[src/rtl/ft_tx_arbiter.sv]
// Round-robin, packet-granular arbiter that shares one 16-bit FT600 TX write port
// between four sources, framing each packet with a source-ID header and a word-count trailer.
module ft_tx_arbiter #(
    parameter logic [7:0] HDR_TAG   = 8'hA5,
    parameter logic [7:0] TRL_TAG   = 8'h5A,
    parameter int         PKT_CNT_W = 16
) (
    input  logic                 clk_i,
    input  logic                 rst_i,
    input  logic                 en_i,
    input  logic [3:0]           req_valid_i,
    input  logic [63:0]          req_data_i,
    input  logic [3:0]           req_last_i,
    output logic [3:0]           req_ready_o,
    output logic                 tx_en_o,
    output logic [15:0]          tx_in_o,
    input  logic                 tx_full_i,
    output logic                 busy_o,
    output logic [1:0]           grant_o,
    output logic [PKT_CNT_W-1:0] pkt_count_o
);

    typedef enum logic [1:0] {
        IDLE    = 2'd0,
        HEADER  = 2'd1,
        DATA    = 2'd2,
        TRAILER = 2'd3
    } state_t;

    state_t                 state_q, state_d;
    logic [1:0]             grant_q, grant_d;
    logic [1:0]             ptr_q, ptr_d;
    logic [7:0]             wcnt_q, wcnt_d;
    logic [PKT_CNT_W-1:0]   pkt_count_q, pkt_count_d;

    logic [1:0]             next_src;
    logic [1:0]             cand;
    logic [15:0]            sel_data;
    logic                   sel_valid;
    logic                   sel_last;
    logic                   wr;

    // Search downward so the candidate nearest to ptr+1 is the last one to win.
    always_comb begin
        next_src = ptr_q;
        cand     = ptr_q;
        for (int k = 4; k >= 1; k--) begin
            cand = ptr_q + 2'(k);
            if (req_valid_i[cand]) begin
                next_src = cand;
            end
        end
    end

    assign sel_data  = req_data_i[{grant_q, 4'b0000} +: 16];
    assign sel_valid = req_valid_i[grant_q];
    assign sel_last  = req_last_i[grant_q];

    always_comb begin
        state_d     = state_q;
        grant_d     = grant_q;
        ptr_d       = ptr_q;
        wcnt_d      = wcnt_q;
        pkt_count_d = pkt_count_q;
        req_ready_o = 4'b0000;
        wr          = 1'b0;
        tx_in_o     = 16'h0000;

        case (state_q)
            IDLE: begin
                if (en_i && (|req_valid_i)) begin
                    grant_d = next_src;
                    wcnt_d  = 8'd0;
                    state_d = HEADER;
                end
            end
            HEADER: begin
                tx_in_o = {HDR_TAG, 6'b000000, grant_q};
                wr      = ~tx_full_i;
                if (wr) begin
                    state_d = DATA;
                end
            end
            DATA: begin
                req_ready_o[grant_q] = ~tx_full_i;
                wr      = sel_valid & ~tx_full_i;
                tx_in_o = sel_data;
                if (wr) begin
                    wcnt_d = wcnt_q + 8'd1;
                    if (sel_last) begin
                        state_d = TRAILER;
                    end
                end
            end
            TRAILER: begin
                // wcnt already holds the post-increment count of the final data write.
                tx_in_o = {TRL_TAG, wcnt_q};
                wr      = ~tx_full_i;
                if (wr) begin
                    ptr_d       = grant_q;
                    pkt_count_d = pkt_count_q + 1'b1;
                    state_d     = IDLE;
                end
            end
            default: begin
                state_d = IDLE;
            end
        endcase
    end

    assign tx_en_o     = wr;
    assign busy_o      = (state_q != IDLE);
    assign grant_o     = grant_q;
    assign pkt_count_o = pkt_count_q;

    always_ff @(posedge clk_i) begin
        if (rst_i) begin
            state_q     <= IDLE;
            grant_q     <= 2'd0;
            ptr_q       <= 2'd3;
            wcnt_q      <= 8'd0;
            pkt_count_q <= '0;
        end else begin
            state_q     <= state_d;
            grant_q     <= grant_d;
            ptr_q       <= ptr_d;
            wcnt_q      <= wcnt_d;
            pkt_count_q <= pkt_count_d;
        end
    end

endmodule
[config.mk]
export PLATFORM = sky130hd
export DESIGN_NAME = ft_tx_arbiter
export DESIGN_NICKNAME = d
export VERILOG_FILES = /design/src/rtl/ft_tx_arbiter.sv
export SDC_FILE = /design/constraint.sdc
export NUM_CORES = 1
export LEC_CHECK = 0
export ABC_AREA = 1
export ABC_CLOCK_PERIOD_IN_PS = 3200
export BUFFER_PORTS_ARGS = -buffer_cell sky130_fd_sc_hd__buf_4
export CAP_MARGIN = 20
export CORE_MARGIN = 8
export CORE_UTILIZATION = 51
export CTS_CLUSTER_DIAMETER = 60
export CTS_CLUSTER_SIZE = 20
export DETAILED_ROUTE_END_ITERATION = 7
export GPL_TIMING_DRIVEN = 0
export PLACE_DENSITY = 0.94
export SETUP_SLACK_MARGIN = 0.02
export SYNTH_ARGS = -nofsm -noshare
export SYNTH_HDL_FRONTEND = slang
export SYNTH_SLANG_ARGS = --single-unit
[constraint.sdc]
create_clock -name clk_i -period 3.2 [get_ports clk_i]
set_input_delay 0.48 -clock clk_i [delete_from_list [all_inputs] [get_ports clk_i]]
set_output_delay 0.48 -clock clk_i [all_outputs]
set_load 0.02 [all_outputs]
==> metrics.txt <==
clock share of power=0.163; worst-path maximum fanout=10; Seq/Total Area, Yosys=0.248; htree depth=2; number of synthesized flops with an enable pin=0; Core Util, Final=0.739; Unique masters post-synth=36; Core ar.=4660 sq um; post-cts hold buffer count=0; PortBufs=115; first-pass GRT wire length=13.6 mm; root buf cell=clkbuf_8; simple-gate portion of the synthesized area=0.382; Pint=approximately 0.0010 W; DRC marker count from the first detailed-route iteration=206; Synth Area in Adders=0.0361; chip height=between 80 and 90 microns; Tcrit/Tclk final=0.773; crit path time final=about 2500 ps; Synth area leaders=dfxtp_1 25%, nand2_1 19%, a21oi_1 7.4%, a22oi_1 6.8%, inv_1 5.9%; Comb pwr share=0.600; measured slew at the worst slew-check pin=487 ps; Async SR Flop Fraction=0; Critical Path Source Type=register; postcts setup bufs=0; CP required=2720 ps; layout cells sized above 1=0.292; Post-Syn Nets=~480; Lkg Pwr=1.63 nW; Switching Share=0.475; Slew headroom=0.675; Critical Path Sink Type=output pin; Worst EP arrival=1990 ps; drt wl/cell=14.7 microns; proportion of synthesized area in mux cells=0; Hold Slack=396 ps; total power=0.00194 W; syn avg cell area=~6.1 sq um; post_cts resized=0; Initial Util=0.520; I/O Pins=approximately 120; vias in the first global route=2915; Synth Flop Type=dfxtp_1; Rows=25; DRT Pass-1 Iters=5; total number of vias=3079; CTS buffer count=5; post-synth top area cell=dfxtp_1; final instance area=3450 sq um; main combinational cell family by area after synthesis=simple AND/OR/NAND/NOR gates; Antenna Violating Nets Remaining=0; Synth Warn #=0; Seq pwr share=0.237; Post-Synthesis Cells=395; Final Hold Vio Count=0; final setup vio count=0; RSZ-0062 raised after global routing=false; Clk pin slew, worst setup/hold paths=60 ps; P per Cell Area=564 nW/um^2; vias per cell=5.38; Setup Crit Path Kind=reg -> out; NumNets Final=600; count leader, synth=nand2_1; clock tree buffer depth=2; Placement Cell Area=3350 sq um; largest net degree at the start of global routing=11; die area=7210 sq um; gr usage total=0.227; FMAX=404 MHz; Synth top area share=0.248; area added between synthesis and finish=42.2%; Residual DRC=0; die width=84.9 microns; Final Skew=3.81 ps; Final TNS setup=0 ps; post-synthesis compound-gate area fraction=0.230; Synth Area in XOR/XNOR=0.00723; gr ovfl total=0; Skew-Pair Late Insertion Delay=about 280 ps; fin. max-slew vios=0; CTS tree=done; Synth Register Bits=30; Peak VDD IR=271 uV; Commonest cells post-synth=122 x nand2_1, 38 x inv_1, 36 x a21oi_1; max-cap violations=0; # diodes=0; hpwl dp=6.77 mm; status=completed; Hold WC Path Type=in -> reg; DRT Wirelength=8.42 mm; Sinks on Clock Net=30; Cell Area, Synth=2420 sq um; Routability Congestion=around 0.9; Net Sw Power=0.000924 W; antenna violations before repair=0
power groups by stage:
stage	registers [W]	logic, W	clock network [W]
floorplan	0.000467	0.000761	0
global placement	0.000465	0.00112	0
detailed placement	0.000467	0.00115	0
CTS	0.000460	0.00116	0.000324
global route	0.000467	0.00129	0.000343
finish	0.000461	0.00117	0.000316
state kept, by name, summed over array words and instances (netlist names):
signal / count
grant_o: 2
pkt_count_o: 16
ptr_q: 2
state_q: 2
wcnt_q: 8
metrics by stage:
stage / setup slack, ps / cells
3_5_place_dp: 1050 / 564
3_3_place_gp: 1120 / 564
4_1_cts: 729 / 572
5_1_grt: 532 / 572
6_report: 725 / 572
2_1_floorplan: 1140 / 395
path summary, 6_finish.rpt:
| check | start | to | slack (ps) | depth (start not counted) |
|---|---|---|---|---|
| worst max-delay path | state_q[0] | tx_in_o[2] | 730 | 7 |
| worst min-delay path | rst_i | pkt_count_o[14] | 400 | 2 |
| worst max register to register | state_q[1] | pkt_count_o[13] | 1490 | 9 |
| worst min register to register | pkt_count_o[12] | pkt_count_o[12] | 480 | 2 |
cell usage in the layout (no fill, tap or decap), types with 2 or more instances in the layout:
cell type  instances
clkbuf_1           5
a31oi_1            3
nor3_1             9
a21oi_1           36
dfxtp_1           30
inv_2              2
a22oi_1           22
nor3b_1            4
buf_2              5
a221oi_1           4
nand2_4            2
clkbuf_8           6
ha_1               7
buf_4            118
nand2_1          122
nor2_2             3
o21ai_0           20
nor2_4             4
inv_1             38
o211ai_1           3
nand4_1            6
clkinv_2           2
nand3_1           20
xnor2_1            2
nor2_1            33
cells by family (layout without fill, tap and decap cells):
logic type	after synthesis	in the layout
compound gates	92	92
xor+xnor	2	2
fa+ha+maj	7	7
flops	30	30
simple gates	208	208
buf+inv	56	179
worst max-delay path, stage by stage, from the launching register on:
cell and delay (ps):
dfxtp_1 350, inv_1 130, ha_1 200, buf_2 250
buf_1 340, nand2_1 100, a21oi_1 160, buf_4 170
per-layer routing:
layer | up-vias | wire length [microns] | share of wire | global-route usage
met3 | 14 | 625 | 0.074 | 0.0541
met5 | - | 0 | 0 | 0
met1 | 1386 | 3560 | 0.42 | 0.256
li1 | 1559 | - | - | -
met4 | 0 | 152 | 0.018 | 0.0809
met2 | 120 | 4080 | 0.48 | 0.402
final cells by class:
cell class                 instances  area, sq um
sequential                        30          601
multi-input combinational        309         1590
timing repair buffer             115          863
inverter                          42          159
tap                               54         67.6
clock buffer                       7         86.3
clock inverter                     1         5.00
fill                             395         1210
buffer                            14         77.6
No activity file was read; power rests on OpenSTA's default activity.
